**src/rtl/frontend_read_return.sv**
```systemverilog
// Read-return frontend: tracks issued read tags in order and serialises each
// returned 1024-bit line into four 256-bit beats tagged with its id/core.
module frontend_read_return #(
  parameter int TAG_DEPTH = 8,
  parameter int ID_W      = 4,
  parameter int CORE_W    = 2
) (
  input  logic              i_clk,
  input  logic              i_rst_n,
  input  logic              i_read_issue_valid,
  input  logic [ID_W-1:0]   i_read_issue_id,
  input  logic [CORE_W-1:0] i_read_issue_core,
  output logic              o_tag_full,
  output logic              o_frontend_receive_ready,
  input  logic              i_returned_data_valid,
  input  logic [1023:0]     i_returned_data,
  input  logic              i_interconnection_ready,
  output logic              o_scheduler_request_valid,
  output logic [255:0]      o_scheduler_read_data,
  output logic              o_scheduler_read_data_last,
  output logic [ID_W-1:0]   o_scheduler_request_id,
  output logic [CORE_W-1:0] o_scheduler_core_num,
  output logic              o_tag_overflow_err,
  output logic              o_orphan_data_err
);

  localparam int PTR_W = $clog2(TAG_DEPTH);
  localparam int CNT_W = PTR_W + 1;

  typedef enum logic {IDLE, SEND} state_t;

  state_t             state;
  state_t             next_state;
  logic [PTR_W-1:0]   wr_ptr;
  logic [PTR_W-1:0]   rd_ptr;
  logic [CNT_W-1:0]   count;
  logic [ID_W-1:0]    id_mem   [TAG_DEPTH];
  logic [CORE_W-1:0]  core_mem [TAG_DEPTH];
  logic [1023:0]      line_buf;
  logic [1:0]         beat;
  logic [ID_W-1:0]    line_id;
  logic [CORE_W-1:0]  line_core;
  logic               fifo_empty;
  logic               fifo_full;
  logic               beat_fire;
  logic               pop;
  logic               push;
  logic               capture;
  logic               orphan;

  // Orphan/capture decisions use the registered (pre-push) occupancy, so a tag
  // pushed in the same cycle can never be paired with the line arriving then.
  assign fifo_empty = (count == '0);
  assign fifo_full  = (count == CNT_W'(TAG_DEPTH));
  assign beat_fire  = (state == SEND) && i_interconnection_ready;
  assign pop        = beat_fire && (beat == 2'd3);
  assign push       = i_read_issue_valid && (!fifo_full || pop);
  assign capture    = (state == IDLE) && i_returned_data_valid && !fifo_empty;
  assign orphan     = (state == IDLE) && i_returned_data_valid && fifo_empty;

  assign o_tag_full = fifo_full;

  always_ff @(posedge i_clk) begin
    if (push) begin
      id_mem[wr_ptr]   <= i_read_issue_id;
      core_mem[wr_ptr] <= i_read_issue_core;
    end
  end

  always_ff @(posedge i_clk or negedge i_rst_n) begin
    if (!i_rst_n) begin
      wr_ptr <= '0;
      rd_ptr <= '0;
      count  <= '0;
    end else begin
      if (push) wr_ptr <= wr_ptr + 1'b1;
      if (pop)  rd_ptr <= rd_ptr + 1'b1;
      if (push && !pop)      count <= count + 1'b1;
      else if (pop && !push) count <= count - 1'b1;
    end
  end

  always_ff @(posedge i_clk or negedge i_rst_n) begin
    if (!i_rst_n) state <= IDLE;
    else          state <= next_state;
  end

  always_comb begin
    next_state = state;
    case (state)
      IDLE:    if (capture) next_state = SEND;
      SEND:    if (pop)     next_state = IDLE;
      default: next_state = IDLE;
    endcase
  end

  always_comb begin
    o_frontend_receive_ready   = (state == IDLE);
    o_scheduler_request_valid  = (state == SEND);
    o_scheduler_read_data_last = (state == SEND) && (beat == 2'd3);
  end

  // Beat counter parks on 3 after the last handshake so data holds in IDLE.
  always_ff @(posedge i_clk or negedge i_rst_n) begin
    if (!i_rst_n) begin
      line_buf  <= '0;
      beat      <= '0;
      line_id   <= '0;
      line_core <= '0;
    end else if (capture) begin
      line_buf  <= i_returned_data;
      beat      <= '0;
      line_id   <= id_mem[rd_ptr];
      line_core <= core_mem[rd_ptr];
    end else if (beat_fire && (beat != 2'd3)) begin
      beat <= beat + 1'b1;
    end
  end

  always_comb begin
    o_scheduler_read_data = line_buf[255:0];
    case (beat)
      2'd0:    o_scheduler_read_data = line_buf[255:0];
      2'd1:    o_scheduler_read_data = line_buf[511:256];
      2'd2:    o_scheduler_read_data = line_buf[767:512];
      default: o_scheduler_read_data = line_buf[1023:768];
    endcase
  end

  assign o_scheduler_request_id = line_id;
  assign o_scheduler_core_num   = line_core;

  always_ff @(posedge i_clk or negedge i_rst_n) begin
    if (!i_rst_n) begin
      o_tag_overflow_err <= 1'b0;
      o_orphan_data_err  <= 1'b0;
    end else begin
      if (i_read_issue_valid && fifo_full && !pop) o_tag_overflow_err <= 1'b1;
      if (orphan)                                   o_orphan_data_err  <= 1'b1;
    end
  end

endmodule
```
**config.mk**
```make
export PLATFORM = sky130hd
export DESIGN_NAME = frontend_read_return
export DESIGN_NICKNAME = d
export VERILOG_FILES = /design/src/rtl/frontend_read_return.sv
export SDC_FILE = /design/constraint.sdc
export NUM_CORES = 2
export LEC_CHECK = 0
export ABC_AREA = 1
export BUFFER_PORTS_ARGS = -buffer_cell sky130_fd_sc_hd__buf_2
export CORE_AREA = 2 2 509 511
export DETAILED_ROUTE_END_ITERATION = 6
export DIE_AREA = 0 0 511 513
export GPL_TIMING_DRIVEN = 0
export PLACE_DENSITY = 0.33
export SYNTH_ARGS = -nofsm -noshare
export SYNTH_HDL_FRONTEND = slang
export SYNTH_SLANG_ARGS = --single-unit
```
**constraint.sdc**
```tcl
create_clock -name i_clk -period 4.9 [get_ports i_clk]
set_input_delay 0.245 -clock i_clk [delete_from_list [all_inputs] [get_ports i_clk]]
set_output_delay 0.245 -clock i_clk [all_outputs]
set_load 0.005 [all_outputs]
```
# After elaboration in Yosys (flattened, before gate mapping)
# Memory sizes are Yosys's and may differ from the RTL's. A register that Yosys moved wholly into a read port is not among the register bits.
# Index checks and enable logic that the tools add are counted.
# classes
n_eq_ne,5
add_sub_neg,5
bitwise_logic,1
muxes,10
reduce_logical,23
# op_table
op,n
256-bit one-hot mux with 3 select lines,1
1-bit logical AND,12
4-bit 2-to-1 mux,2
"3-bit by 1-bit adder with 3-bit output, second input constant",2
1-bit logical NOT,6
"4-bit by 1-bit adder with 4-bit output, second input constant",1
"2-bit == test, second input constant",2
"4-bit == test, second input constant",1
4-bit logical NOT,1
1-bit 2-to-1 mux,4
2-bit 2-to-1 mux,2
2-bit nonzero test,2
"4-bit by 1-bit subtractor with 4-bit output, second input constant",1
"2-bit by 1-bit adder with 2-bit output, second input constant",1
"2-bit by 1-bit == test with 1-bit output, second input constant",1
2-bit logical NOT,1
"2-bit inequality test, second input constant",1
1-bit one-hot mux with 2 select lines,1
1-bit logical OR,1
1-bit NOT,1
# word_totals
in_bits,1035
regBits,1039
word_cells,54
output_inout_bits,268
mem_bits_rw,48
memories,2
# memory_table
memory,words,word_bits,rd,rd_clocked_by_memory_dff,write_ports,line,rtl
id_mem,8,4,1,1,1,37,logic [ID_W-1:0] id_mem [TAG_DEPTH];
core_mem,8,2,1,1,1,38,logic [CORE_W-1:0] core_mem [TAG_DEPTH];

# Longest topological paths before layout
# depth
depth_word,8
ltp_mapped,16
ltp_nobuf,16

# Worst setup path before layout
# OpenSTA, ideal clock, no wires.
# synth_timing
kind,register -> register
startpoint,register beat[0]
endpoint,register count[3]
path_buffers,0
period_less_slack_ns,2.368
t_arrival_ns,2.252
path_stages_with_launch,17
setup_slack_ns,2.532
setup_ns,0.116
required_ns,4.784
cell_sequence,dfrtp_1 ha_1 nand2_1 inv_1 nand2_1 nand2_1 nand2_1 inv_1 ha_1 inv_1 ha_1 a21oi_1 nand2_1 o21ai_0 nand2_1 nand2_1 nand2_1
# synth_between
elab_chain_cells,7
elab_cells_between_ends,10
classes_between,eq/ne: 1; mux: 1; reduce/logical: 8
# synth_rtl
element,line,rtl
start: declaration,40,logic [1:0] beat;
start signal: assignment,116,beat <= beat + 1'b1;
2-bit == test *,56,assign pop = beat_fire && (beat == 2'd3);
1-bit logical AND *,56,
1-bit logical OR *,57,assign push = i_read_issue_valid && (!fifo_full || pop);
1-bit logical AND *,57,
named net push,47,logic push;
1-bit logical NOT,79,else if (pop && !push) count <= count - 1'b1;
1-bit logical AND,79,
2-bit nonzero test (no source line),n/a,
end signal: assignment,78,if (push && !pop) count <= count + 1'b1;
end signal: assignment,79,
end: declaration,36,logic [CNT_W-1:0] count;
# The timed path passes the listed nets; every way through them passes the cells marked *.
# A chain may end at the register's enable or synchronous reset.

# Final worst setup path
# layout_timing
startpoint,register beat[0]
endpoint,output o_scheduler_read_data[255]
# layout_between
elab_chain_cells,2
elab_cells_between_ends,4
classes_between,eq/ne: 2; mux: 1; reduce/logical: 1
# layout_rtl
element,line,rtl
2-bit == test (tied with other cells),122,case (beat)
256-bit one-hot mux with 3 select lines *,122,
end: declaration,19,"output logic [255:0] o_scheduler_read_data,"
# Every way passes the cells marked *; elsewhere a longest branch is shown, timed or not.

==> metrics.yaml <==
crit_path_start_kind: "flop"
yosysWarnings: 0
synth_edf_count: 48
met3_usage_pct: 4.77
dp_hpwl_um: 235000
cp_num_buf_inv: 5
grt_start_max_net_pins: 142
numCtsBuffers: 147
area_delta_synth_final_pct: 55.4
synth_commonest_cells: "nand2_1, dfrtp_1, nor2_1, a21oi_1, a31oi_1"
root_buffer: "clkbuf_16"
setup_tns_ns: 0
status: "complete, no violations"
postRouteAntennaNets: 0
crit_fanout: 10
powerDensity_nw_per_um2: 635
tightest_slew_ns: 1.43
ir_drop_mv: 0.322
cts_tree: "yes"
core_um2: 256000
ys_ff_latch: 1093
worstPathArrival_ns: 4.46
die_x_um: 511
fin_crit_sh_pct: 96.1
synthSimpleGateAreaFrac_pct: 31.6
synthCells: 6063
ys_top_cells_by_area: "dfrtp_1, nand2_1, a31oi_1"
synth_nets: 7109
syn_area_per_cell_um2: 7.88
swShare_pct: 44.4
clockBufferDepth: 3
clock_latency_ns: 0.78
crit_path_cell_trace: "ha_1, clkbuf_1, inv_1, clkbuf_1, clkbuf_1, nor2_1, a31oi_1, buf_2"
io_buffers: 1302
clock-skew-final_ns: 0.0402
num_io_pins: 1303
muxShareOfSynthArea_pct: 0
slew_headroom_pct: 4.38
cp-end-kind: "output port"
cp_common_cell: "clkbuf_1"
drtIter0Drc: 3776
wl_per_cell_um: 25.3
fin_hold_ws_ns: 0.181
final_max_slew_viol_count: 0
synthXorXnorAreaFrac_pct: 0.110
h-tree-depth: 4
drt_wl_total_um: 306000
die_area_um2: 262000
seqPwrFrac_pct: 32.9
yosys.cell_count.top_type: "nand2_1"
grt_usage_pct: 22.8
yosys.area.top_type: "dfrtp_1"
nets: 9603
die_y_um: 513
synth_compound_area_share_pct: 6.13
seq_area_frac_synth_pct: 57.8
initial_utilization_pct: 18.6
fin_crit_ns: 4.71
p_clk_share_pct: 23.9
cp_top_family: "buffers and inverters"
final_core_util_pct: 29.0
critPathRequiredTime_ns: 4.66
ys.flop_type: "dfrtp_1"
dr.pass1.iters: 5
syn_area_um2: 47800
synth_top_family_by_area: "simple AND/OR/NAND/NOR gates"
worstSetupPathType: "flop to output port"
synth_cell_types: 26
grt-ovfl-total: 0
grt_pass1_vias: 53648
grt_busiest_layer: "met2"
comb_power_share_pct: 43.2
p_switching_w: 0.0209
cap_violations: 0
synth_async_sr_flop_share_pct: 95.6
clk_pin_slew_ns: 0.05
fmax_ghz: 0.212
internal-power_w: 0.0262
synth_top_area_share_pct: 54.7
drive_gt1_share_pct: 20.6
vias_per_cell: 4.27
grt_first_pass_wirelength_um: 422000
cp.depth: 8
synth_fa_ha_area_share_pct: 0.304
cp_slowest_cell: "a31oi_1"
setup_violations: 0
clock-sinks: 1093
leakagePower_nw: 38.2
met2_usage_pct: 37.1
vias: 51718
hold_viol: 0
rows: 186
drc: 0
r2r_cells: 16
hp-class: "input pin to async pin"
antenna_found_initial: 127
gp_congestion: 0.896
rsz0062_at_grt: "no"
cpPeakStageDelay_ns: 0.79
globalRouteMet1Util_pct: 30.8
[per-layer routing]
metal	up-vias	share of wire [%]	routed length, um
met4	26	2.4	7380
li1	23984	-	-
met3	412	6.3	19200
met5	-	0.056	173
met2	1906	46	140000
met1	25390	45	139000
[power by group through the flow]
| stage | Combinational, W | Sequential (W) | Clock (W) |
|---|---|---|---|
| 5_1_grt | 0.0225 | 0.0160 | 0.0119 |
| 3_5_place_dp | 0.0199 | 0.0156 | 0 |
| 4_1_cts | 0.0208 | 0.0155 | 0.0115 |
| 6_report | 0.0204 | 0.0155 | 0.0113 |
| 2_1_floorplan | 0.00944 | 0.0149 | 0 |
| 3_3_place_gp | 0.0199 | 0.0156 | 0 |
[state kept, by name, summed over array words and instances (netlist names)]
name / cells
o_scheduler_request_id: 4
o_scheduler_core_num: 2
rd_ptr: 3
core_mem: 16
beat: 2
o_scheduler_request_valid: 1
o_tag_overflow_err: 1
id_mem: 32
o_orphan_data_err: 1
line_buf: 1024
count: 4
wr_ptr: 3
[cell usage in the layout, fill, tap and decap left out, types with 2 or more instances in the layout]
| cell | instances |
|---|---|
| inv_1 | 52 |
| buf_1 | 17 |
| buf_2 | 1515 |
| clkinv_16 | 2 |
| inv_6 | 3 |
| clkbuf_16 | 147 |
| xor2_1 | 3 |
| clkinvlp_4 | 4 |
| buf_12 | 2 |
| clkinv_8 | 2 |
| edfxtp_1 | 48 |
| nor3_1 | 3 |
| clkbuf_8 | 34 |
| inv_2 | 2 |
| xnor2_1 | 3 |
| nor2_1 | 270 |
| clkbuf_1 | 144 |
| clkbuf_2 | 19 |
| nand2_1 | 3685 |
| diode_2 | 58 |
| buf_4 | 7 |
| inv_16 | 2 |
| buf_16 | 8 |
| nand3_1 | 41 |
| clkinv_4 | 2 |
| buf_6 | 6 |
| clkinv_1 | 7 |
| bufinv_16 | 12 |
| o21ai_0 | 4 |
| a31oi_1 | 255 |
| a21oi_1 | 258 |
| ha_1 | 10 |
| clkinv_2 | 14 |
| dlygate4sd3_1 | 1034 |
| dfrtp_1 | 1045 |
[cell families after synthesis]
logic type | count (synthesis)
and+or+nand+nor | 4003
buffers and inverters | 430
adders and majority gates | 11
AOI/OAI and AO/OA | 520
xor gates and xnor gates | 6
DFF | 1093
[area by class of cell]
| cell class | count | area [um^2] |
|---|---|---|
| fill | 28070 | 182000 |
| sequential | 1093 | 27600 |
| multi-input combinational | 4540 | 18200 |
| timing repair buffer | 2346 | 17100 |
| clock buffer | 213 | 4270 |
| tap | 3384 | 4230 |
| buffer | 375 | 1780 |
| clock inverter | 48 | 663 |
| inverter | 54 | 203 |
| antenna | 58 | 145 |
[through the flow]
stage	area [um^2]	power (W)	setup WS (ns)	cells
floorplan	47800	0.0243	2.53	6063
global placement	58500	0.0355	-22.79	10749
detailed placement	58800	0.0355	0.552	10759
CTS	74100	0.0478	0.00807	12053
global route	74200	0.0504	0.0202	12092
finish	74200	0.0472	0.192	12111
[worst paths after layout]
| check | startpoint | to | slack, ns |
|---|---|---|---|
| min in group i_clk | i_returned_data[177] | line_buf[177] | 0.19 |
| min reg2reg | line_buf[155] | line_buf[155] | 0.48 |
| max | beat[0] | o_scheduler_read_data[255] | 0.19 |
| max in group asynchronous | i_rst_n | line_buf[1019] | 2.45 |
| max reg2reg | beat[0] | count[3] | 2.13 |
| min | i_rst_n | line_buf[324] | 0.18 |
[timing repair]
| item | CTS | global route |
|---|---|---|
| hold endpoints to repair | 1220 | 0 |
| hold buffers | 1034 | 0 |
| endpoints found under the setup margin | 9 | 2 |
| pin swaps | 0 | 0 |
| gates resized for setup | 9 | 6 |
| setup buffers | 0 | 0 |
(Power assumes the default switching activity.)
